[config.mk]
export PLATFORM = sky130hd
export DESIGN_NAME = pipe_hazard_ctrl
export DESIGN_NICKNAME = d
export VERILOG_FILES = /design/src/rtl/pipe_hazard_ctrl.sv
export SDC_FILE = /design/constraint.sdc
export NUM_CORES = 1
export LEC_CHECK = 0
export BUFFER_PORTS_ARGS = -buffer_cell sky130_fd_sc_hd__buf_2
export CAP_MARGIN = 10
export CORE_MARGIN = 2
export CORE_UTILIZATION = 46
export CTS_CLUSTER_DIAMETER = 80
export DETAILED_ROUTE_END_ITERATION = 10
export GPL_TIMING_DRIVEN = 0
export HOLD_SLACK_MARGIN = 0.12
export PLACE_DENSITY = 0.81
export SETUP_SLACK_MARGIN = 0.15
export SYNTH_ARGS = -nofsm -noshare
export SYNTH_HDL_FRONTEND = slang
export SYNTH_SLANG_ARGS = --single-unit
export TNS_END_PERCENT = 10
[constraint.sdc]
create_clock -name clk -period 2.25 [get_ports clk]
set_clock_uncertainty 0.15 [all_clocks]
set_input_delay 0.45 -clock clk [delete_from_list [all_inputs] [get_ports clk]]
set_output_delay 0.45 -clock clk [all_outputs]
set_load 0.01 [all_outputs]
[src/rtl/pipe_hazard_ctrl.sv]
// pipe_hazard_ctrl: central hazard controller for the five-stage MIPS pipeline.
//
// Purpose:
//   Drives enables/flushes for PC and the IF/ID, ID/EX, EX/MEM and MEM/WB
//   registers. Handles data-memory freezes, taken-branch flushes and load-use
//   stalls (in that priority), and registers the forwarding selects that ride
//   into EX with each instruction.
//
// Ports:
//   clk, reset                 clock, synchronous active-high reset
//   id_rs, id_rt, id_uses_rt   source fields of the instruction in ID
//   ex_dest, ex_reg_write,
//   ex_mem_read                destination info of the instruction in EX
//   mem_dest, mem_reg_write    destination info of the instruction in MEM
//   branch_taken               branch resolved taken in EX (held while frozen)
//   dmem_wait                  data memory not ready this cycle
//   pc_en .. memwb_en          register enables (combinational)
//   ifid_flush, idex_flush     bubble inserts (combinational)
//   fwd_a, fwd_b               registered forwarding selects:
//                              00 regfile, 01 MEM/WB, 10 EX/MEM
//   state                      00 RUN, 01 LSTALL, 10 FREEZE (previous cycle)
//   timeout_err                sticky freeze-timeout flag
//   stat_stall/flush/freeze    saturating event counters (HAZ_STATS_EN only)
//
// Optional feature macro: HAZ_STATS_EN adds the statistics counters.

module pipe_hazard_ctrl #(
  parameter int REG_AW         = 5,
  parameter int FREEZE_TIMEOUT = 64,
  parameter int CNT_W          = 16
) (
  input  logic              clk,
  input  logic              reset,
  input  logic [REG_AW-1:0] id_rs,
  input  logic [REG_AW-1:0] id_rt,
  input  logic              id_uses_rt,
  input  logic [REG_AW-1:0] ex_dest,
  input  logic              ex_reg_write,
  input  logic              ex_mem_read,
  input  logic [REG_AW-1:0] mem_dest,
  input  logic              mem_reg_write,
  input  logic              branch_taken,
  input  logic              dmem_wait,
  output logic              pc_en,
  output logic              ifid_en,
  output logic              idex_en,
  output logic              exmem_en,
  output logic              memwb_en,
  output logic              ifid_flush,
  output logic              idex_flush,
  output logic [1:0]        fwd_a,
  output logic [1:0]        fwd_b,
  output logic [1:0]        state,
`ifdef HAZ_STATS_EN
  output logic [CNT_W-1:0]  stat_stall,
  output logic [CNT_W-1:0]  stat_flush,
  output logic [CNT_W-1:0]  stat_freeze,
`endif
  output logic              timeout_err
);

  typedef enum logic [1:0] {RUN = 2'b00, LSTALL = 2'b01, FREEZE = 2'b10} state_e;

  localparam int FCW = $clog2(FREEZE_TIMEOUT + 1);

  state_e           state_q, state_d;
  logic [1:0]       fwd_a_q, fwd_b_q, fwd_a_d, fwd_b_d;
  logic [FCW-1:0]   fcnt_q, fcnt_d;
  logic             terr_q;
  logic             freeze_c, flush_c, lu_hit, stall_c;

  // Forwarding select for one source operand; EX/MEM match beats MEM/WB.
  function automatic logic [1:0] fwd_sel(input logic [REG_AW-1:0] src);
    if (ex_reg_write && ex_dest != '0 && ex_dest == src)        return 2'b10;
    else if (mem_reg_write && mem_dest != '0 && mem_dest == src) return 2'b01;
    else                                                         return 2'b00;
  endfunction

  always_comb begin
    freeze_c = dmem_wait;
    flush_c  = !dmem_wait && branch_taken;
    lu_hit   = ex_mem_read && ex_dest != '0 &&
               (ex_dest == id_rs || (id_uses_rt && ex_dest == id_rt));
    stall_c  = !freeze_c && !flush_c && lu_hit;
  end

  // Control outputs. Reset holds every register and bubbles IF/ID and ID/EX.
  always_comb begin
    pc_en = 1'b1; ifid_en = 1'b1; idex_en = 1'b1; exmem_en = 1'b1; memwb_en = 1'b1;
    ifid_flush = 1'b0; idex_flush = 1'b0;
    if (reset) begin
      {pc_en, ifid_en, idex_en, exmem_en, memwb_en} = '0;
      ifid_flush = 1'b1; idex_flush = 1'b1;
    end else if (freeze_c) begin
      {pc_en, ifid_en, idex_en, exmem_en, memwb_en} = '0;
    end else if (flush_c) begin
      ifid_flush = 1'b1; idex_flush = 1'b1;
    end else if (stall_c) begin
      pc_en = 1'b0; ifid_en = 1'b0; idex_flush = 1'b1;
    end
  end

  always_comb begin
    if (freeze_c)     state_d = FREEZE;
    else if (stall_c) state_d = LSTALL;
    else              state_d = RUN;

    // Selects follow ID/EX: cleared by a bubble, held while ID/EX is held.
    fwd_a_d = fwd_a_q;
    fwd_b_d = fwd_b_q;
    if (idex_flush) begin
      fwd_a_d = 2'b00;
      fwd_b_d = 2'b00;
    end else if (idex_en) begin
      fwd_a_d = fwd_sel(id_rs);
      fwd_b_d = id_uses_rt ? fwd_sel(id_rt) : 2'b00;
    end

    fcnt_d = '0;
    if (freeze_c)
      fcnt_d = (fcnt_q == FCW'(FREEZE_TIMEOUT)) ? fcnt_q : fcnt_q + FCW'(1);
  end

  always_ff @(posedge clk) begin
    if (reset) begin
      state_q <= RUN;
      fwd_a_q <= 2'b00;
      fwd_b_q <= 2'b00;
      fcnt_q  <= '0;
      terr_q  <= 1'b0;
    end else begin
      state_q <= state_d;
      fwd_a_q <= fwd_a_d;
      fwd_b_q <= fwd_b_d;
      fcnt_q  <= fcnt_d;
      if (fcnt_d == FCW'(FREEZE_TIMEOUT)) terr_q <= 1'b1;
    end
  end

  assign fwd_a       = fwd_a_q;
  assign fwd_b       = fwd_b_q;
  assign state       = state_q;
  assign timeout_err = terr_q;

`ifdef HAZ_STATS_EN
  logic [CNT_W-1:0] st_stall_q, st_flush_q, st_freeze_q;

  always_ff @(posedge clk) begin
    if (reset) begin
      st_stall_q  <= '0;
      st_flush_q  <= '0;
      st_freeze_q <= '0;
    end else begin
      if (stall_c  && st_stall_q  != '1) st_stall_q  <= st_stall_q  + CNT_W'(1);
      if (flush_c  && st_flush_q  != '1) st_flush_q  <= st_flush_q  + CNT_W'(1);
      if (freeze_c && st_freeze_q != '1) st_freeze_q <= st_freeze_q + CNT_W'(1);
    end
  end

  assign stat_stall  = st_stall_q;
  assign stat_flush  = st_flush_q;
  assign stat_freeze = st_freeze_q;
`endif

endmodule

# After elaboration in Yosys (flattened, before gate mapping)
# Index checks and enable logic that the tools add are counted.
# W data, S select, Z words.
[totals]
regBits = 14
word_cells = 54
[op_classes]
n_addsub = 1
n_eq_ne = 6
mux = 22
n_reduce_logical = 19
[ops]
columns = ["cell", "n"]
rows = [
  ["$eq A5 B5 Y1", 4],
  ["$mux W1", 16],
  ["$eq A7 B7 Y1 const B", 2],
  ["$mux W7", 2],
  ["$logic_and A1 B1 Y1", 12],
  ["$reduce_bool A5 Y1", 2],
  ["$mux W2", 4],
  ["$add A7 B1 Y7 const B", 1],
  ["$reduce_or A2 Y1", 2],
  ["$logic_not A1 Y1", 2],
  ["$logic_or A1 B1 Y1", 1],
]

# Logic depth before layout (Yosys ltp)
[logic_depth]
word_depth = 10
mapped_depth = 6

# Worst setup path after synthesis
# Ideal clock, no wire load.
[synth_timing]
path_type = "input to output"
start = "in ex_dest[1]"
end = "out pc_en"
t_arrival_ps = 1832
required_time_ps = 1650
path_slack_ps = -182
path_stages = 5
cell_sequence = "or4_4 -> o211ai_1 -> a21oi_1 -> a21boi_0 -> buf_4"
[synth_between]
elab_chain_len = 9
elab_cells_between_ends = 12
[synth_rtl]
columns = ["item", "line_no", "source"]
rows = [
  ["from (decl)", "37", "input logic [REG_AW-1:0] ex_dest,"],
  ["$eq A5 B5 Y1", "83", "(ex_dest == id_rs || (id_uses_rt && ex_dest == id_rt));"],
  ["$logic_and A1 B1 Y1", "83", ""],
  ["$logic_or A1 B1 Y1", "83", ""],
  ["$logic_and A1 B1 Y1 (*)", "82", "lu_hit = ex_mem_read && ex_dest != '0 &&"],
  ["$logic_and A1 B1 Y1 (*)", "84", "stall_c = !freeze_c && !flush_c && lu_hit;"],
  ["$mux W1 (*) (4 in series)", "-", ""],
  ["to (decl)", "44", "output logic pc_en,"],
]
# Every way passes the cells marked *; elsewhere a longest branch is shown, timed or not.

# Final worst setup path
[layout_timing]
start = "in ex_dest[4]"
end = "out pc_en"
[layout_between]
elab_chain_len = 9
elab_cells_between_ends = 12
[layout_rtl]
columns = ["item", "line_no", "source"]
rows = [
  ["$eq A5 B5 Y1", "83", ""],
  ["$logic_and A1 B1 Y1", "83", ""],
  ["$logic_or A1 B1 Y1", "83", ""],
  ["$logic_and A1 B1 Y1 (*)", "82", ""],
  ["$logic_and A1 B1 Y1 (*)", "84", ""],
  ["$mux W1 (*)", "98", "end else if (stall_c) begin"],
  ["$mux W1 (*)", "96", "end else if (flush_c) begin"],
  ["$mux W1 (*)", "94", "end else if (freeze_c) begin"],
  ["$mux W1 (*)", "91", "if (reset) begin"],
]
# Marks and branches as above.

==> summary.txt <==
Status
  – Result of the run: finished, violations left
  – Violated checks: negative setup slack

Worst setup path
  – R2r setup slk: 410 ps
  – Startpoint Class: input port
  – Worst EP required: 1650 ps
  – Crit path DAT: 1800 ps
  – Crit Path Max Fanout: 4
  – Worst setup EP type: primary output
  – CP Class: in2out

Drt
  – Routed len/inst: 12.8 um
  – Final ANT Viol Nets: 0
  – First-pass DRT Iterations: 4
  – Drt via density: 5.22
  – Routed WL: 2360 um
  – Number of remaining DRC errors: 0
  – Vias: 965
  – Initial DRC count: 17

Synth
  – Synthesis-stage register bit count: 14
  – Synth top area cells: dfxtp_1, xor2_1, xnor2_1
  – Post-synth top area share: 30.2%
  – Post-synthesis adder-cell area fraction: 2.70%
  – Cells after synthesis: 111
  – Post-synthesis compound-gate area fraction: 13.1%
  – Fraction of registers with async set/reset: 0%
  – Top cells by count, synth: xor2_1, dfxtp_1, nor2_1, xnor2_1, nand3_1
  – YS warnings: 0
  – Largest family of logic cells by synthesized area: XOR/XNOR gates
  – Seq/Total Area, Yosys: 30.2%
  – Top-count cell post-synth: xor2_1
  – Post-Syn Nets: 141
  – Synth area leader: dfxtp_1
  – Mux contribution to synthesized area: 0%
  – Avg Cell Area, Syn: 8.35 um2
  – Post-Synth XOR/XNOR Area: 25.5%
  – Synthesized area: 927 um2
  – Number of synthesized flops with an enable pin: 0
  – Simple-gate area share of the yosys netlist: 22.8%
  – Most used DFF post-synth: dfxtp_1
  – Netlist cell types: 31

GRT
  – Global-route wire length before repair: 3720 um
  – Grt total ovfl: 0
  – Antenna violations before repair: 0
  – Vias in the first global route: 880
  – Largest net degree at the start of global routing: 10
  – Total GRT Usage: 19.8%

STA
  – Final TNS setup: -342 ps
  – Final hold vios: 0
  – Final Worst Setup Slack: -152 ps
  – Post-route minimum period: 2400 ps
  – RSZ-0062 raised after global routing: yes
  – Final period utilization: 107%
  – Worst-Margin Slew: 429 ps
  – Rel. slew slack: 71.2%
  – Max frequency: 416 MHz
  – Max Slew Vio Count: 0
  – Final setup violation count: 3

Clock tree
  – Hold-fix buffers, CTS: 0
  – Clock Pin Slew Worst Setup and Hold Paths: 80 ps
  – Clock root buffer: clkbuf_4
  – Clock sink count: 14
  – Largest buffer count on any clock path: 2
  – H-tree levels: 1
  – Worst skew pair latency: 280 ps
  – CTS tree: done
  – TritonCTS buffer count: 3

Placement
  – Placed Area: 1170 um2
  – Post-DP HPWL: 1840 um
  – Gp weighted congestion: 0.830
  – Port bufs: 40

Layout
  – Utilization after layout: 66.1%
  – P&R area growth vs syn: 37.1%
  – Fin nets: 189
  – Post-Layout Inst Area: 1270 um2
  – Share of post-route cells with drive strength above 1: 36.1%
  – Antenna cells: 0

Pwr
  – Peak supply drop: 261 uV
  – Total power: 0.571 mW
  – Pwr dens: 449 nW/um2
  – LEAKAGE: 0.550 nW

Floorplanning
  – Row count: 16
  – Initial Util: 48.2%
  – Die Area: 2390 um2
  – Die Span Y: 48.9 um
  – Placeable Area: 1920 um2
  – Die Width: 48.9 um
  – Top-level port count: 42

Hold path
  – Worst Hold Class: in2reg

Job
  – Maxcap violations: 0
## report_power, final
group / switching, mW / internal (mW)
Combinational: 0.0674 / 0.0650
Sequential: 0.00328 / 0.251
Clock: 0.0863 / 0.0985
Total: 0.157 / 0.414
## layer usage
layer,share of wire [%],vias up,track usage [%]
li1,-,480,-
met1,41,449,21.7
met2,52,32,37.9
met3,4.4,4,1.53
met4,2.1,0,10.0
met5,0,-,0
## cells in the final DEF, fill, tap and decap left out, drive strengths merged
cell    instances
clkbuf          6
xor2           15
o211ai          2
nor2           12
buf            46
a31o            1
a32o            1
nand4b          1
or4             2
or2             1
nand3           7
ha              2
inv             6
nand2           3
and3            2
a211oi          3
o21a            2
o21ai           4
nand4           5
nand3b          1
xnor2          12
nor4b           1
nor4            1
a21boi          1
a21oi           2
o31ai           1
nor3            4
dfxtp          14
## layout make-up
class / instances / area, um2
Fill cell: 167 / 651
Multi-Input combinational cell: 86 / 617
Sequential cell: 14 / 280
Timing Repair Buffer: 43 / 251
Clock buffer: 4 / 36.3
Tap cell: 27 / 33.8
Buffer: 5 / 30.0
Inverter: 6 / 22.5
## critical path: stages
cell and delay, ps:
buf_8 90, or4_4 530, o211ai_1 260, a21oi_4 70, a21boi_2 170, buf_4 140
buf_6 90
## state kept, by name, summed over array words and instances (netlist names)
register / count
timeout_err: 1
fwd_b: 2
fcnt_q: 7
fwd_a: 2
state: 2
## cell families (layout without fill, tap and decap cells)
logic type | Yosys count | count (layout)
adders and majority gates | 2 | 2
buffers and inverters | 11 | 58
DFF | 14 | 14
and+or+nand+nor | 40 | 40
AOI/OAI and AO/OA | 17 | 17
xor gates and xnor gates | 27 | 27
## timing repair
item	in CTS	in global routing
pin swaps	3	2
buffers inserted	3	0
resized for setup	8	1
endpoints found under the setup margin	3	3
## worst paths after layout
| kind | to | start | cells past startpoint |
|---|---|---|---|
| min | fwd_b[0] | id_uses_rt | 3 |
| max | pc_en | ex_dest[4] | 7 |
| min reg2reg | fwd_b[1] | fwd_b[1] | 2 |
| max reg2reg | timeout_err | fcnt_q[2] | 6 |
## stage by stage
stage | worst slack, ps | instances | hold WS [ps]
final | -152 | 185 | 323
after global routing | -230 | 185 | 326
after CTS | -170 | 185 | 320
after detailed placement | -188 | 178 | 321
after global placement | -181 | 178 | 300
after floorplan | 52.4 | 111 | 354
(Power assumes the default switching activity.)
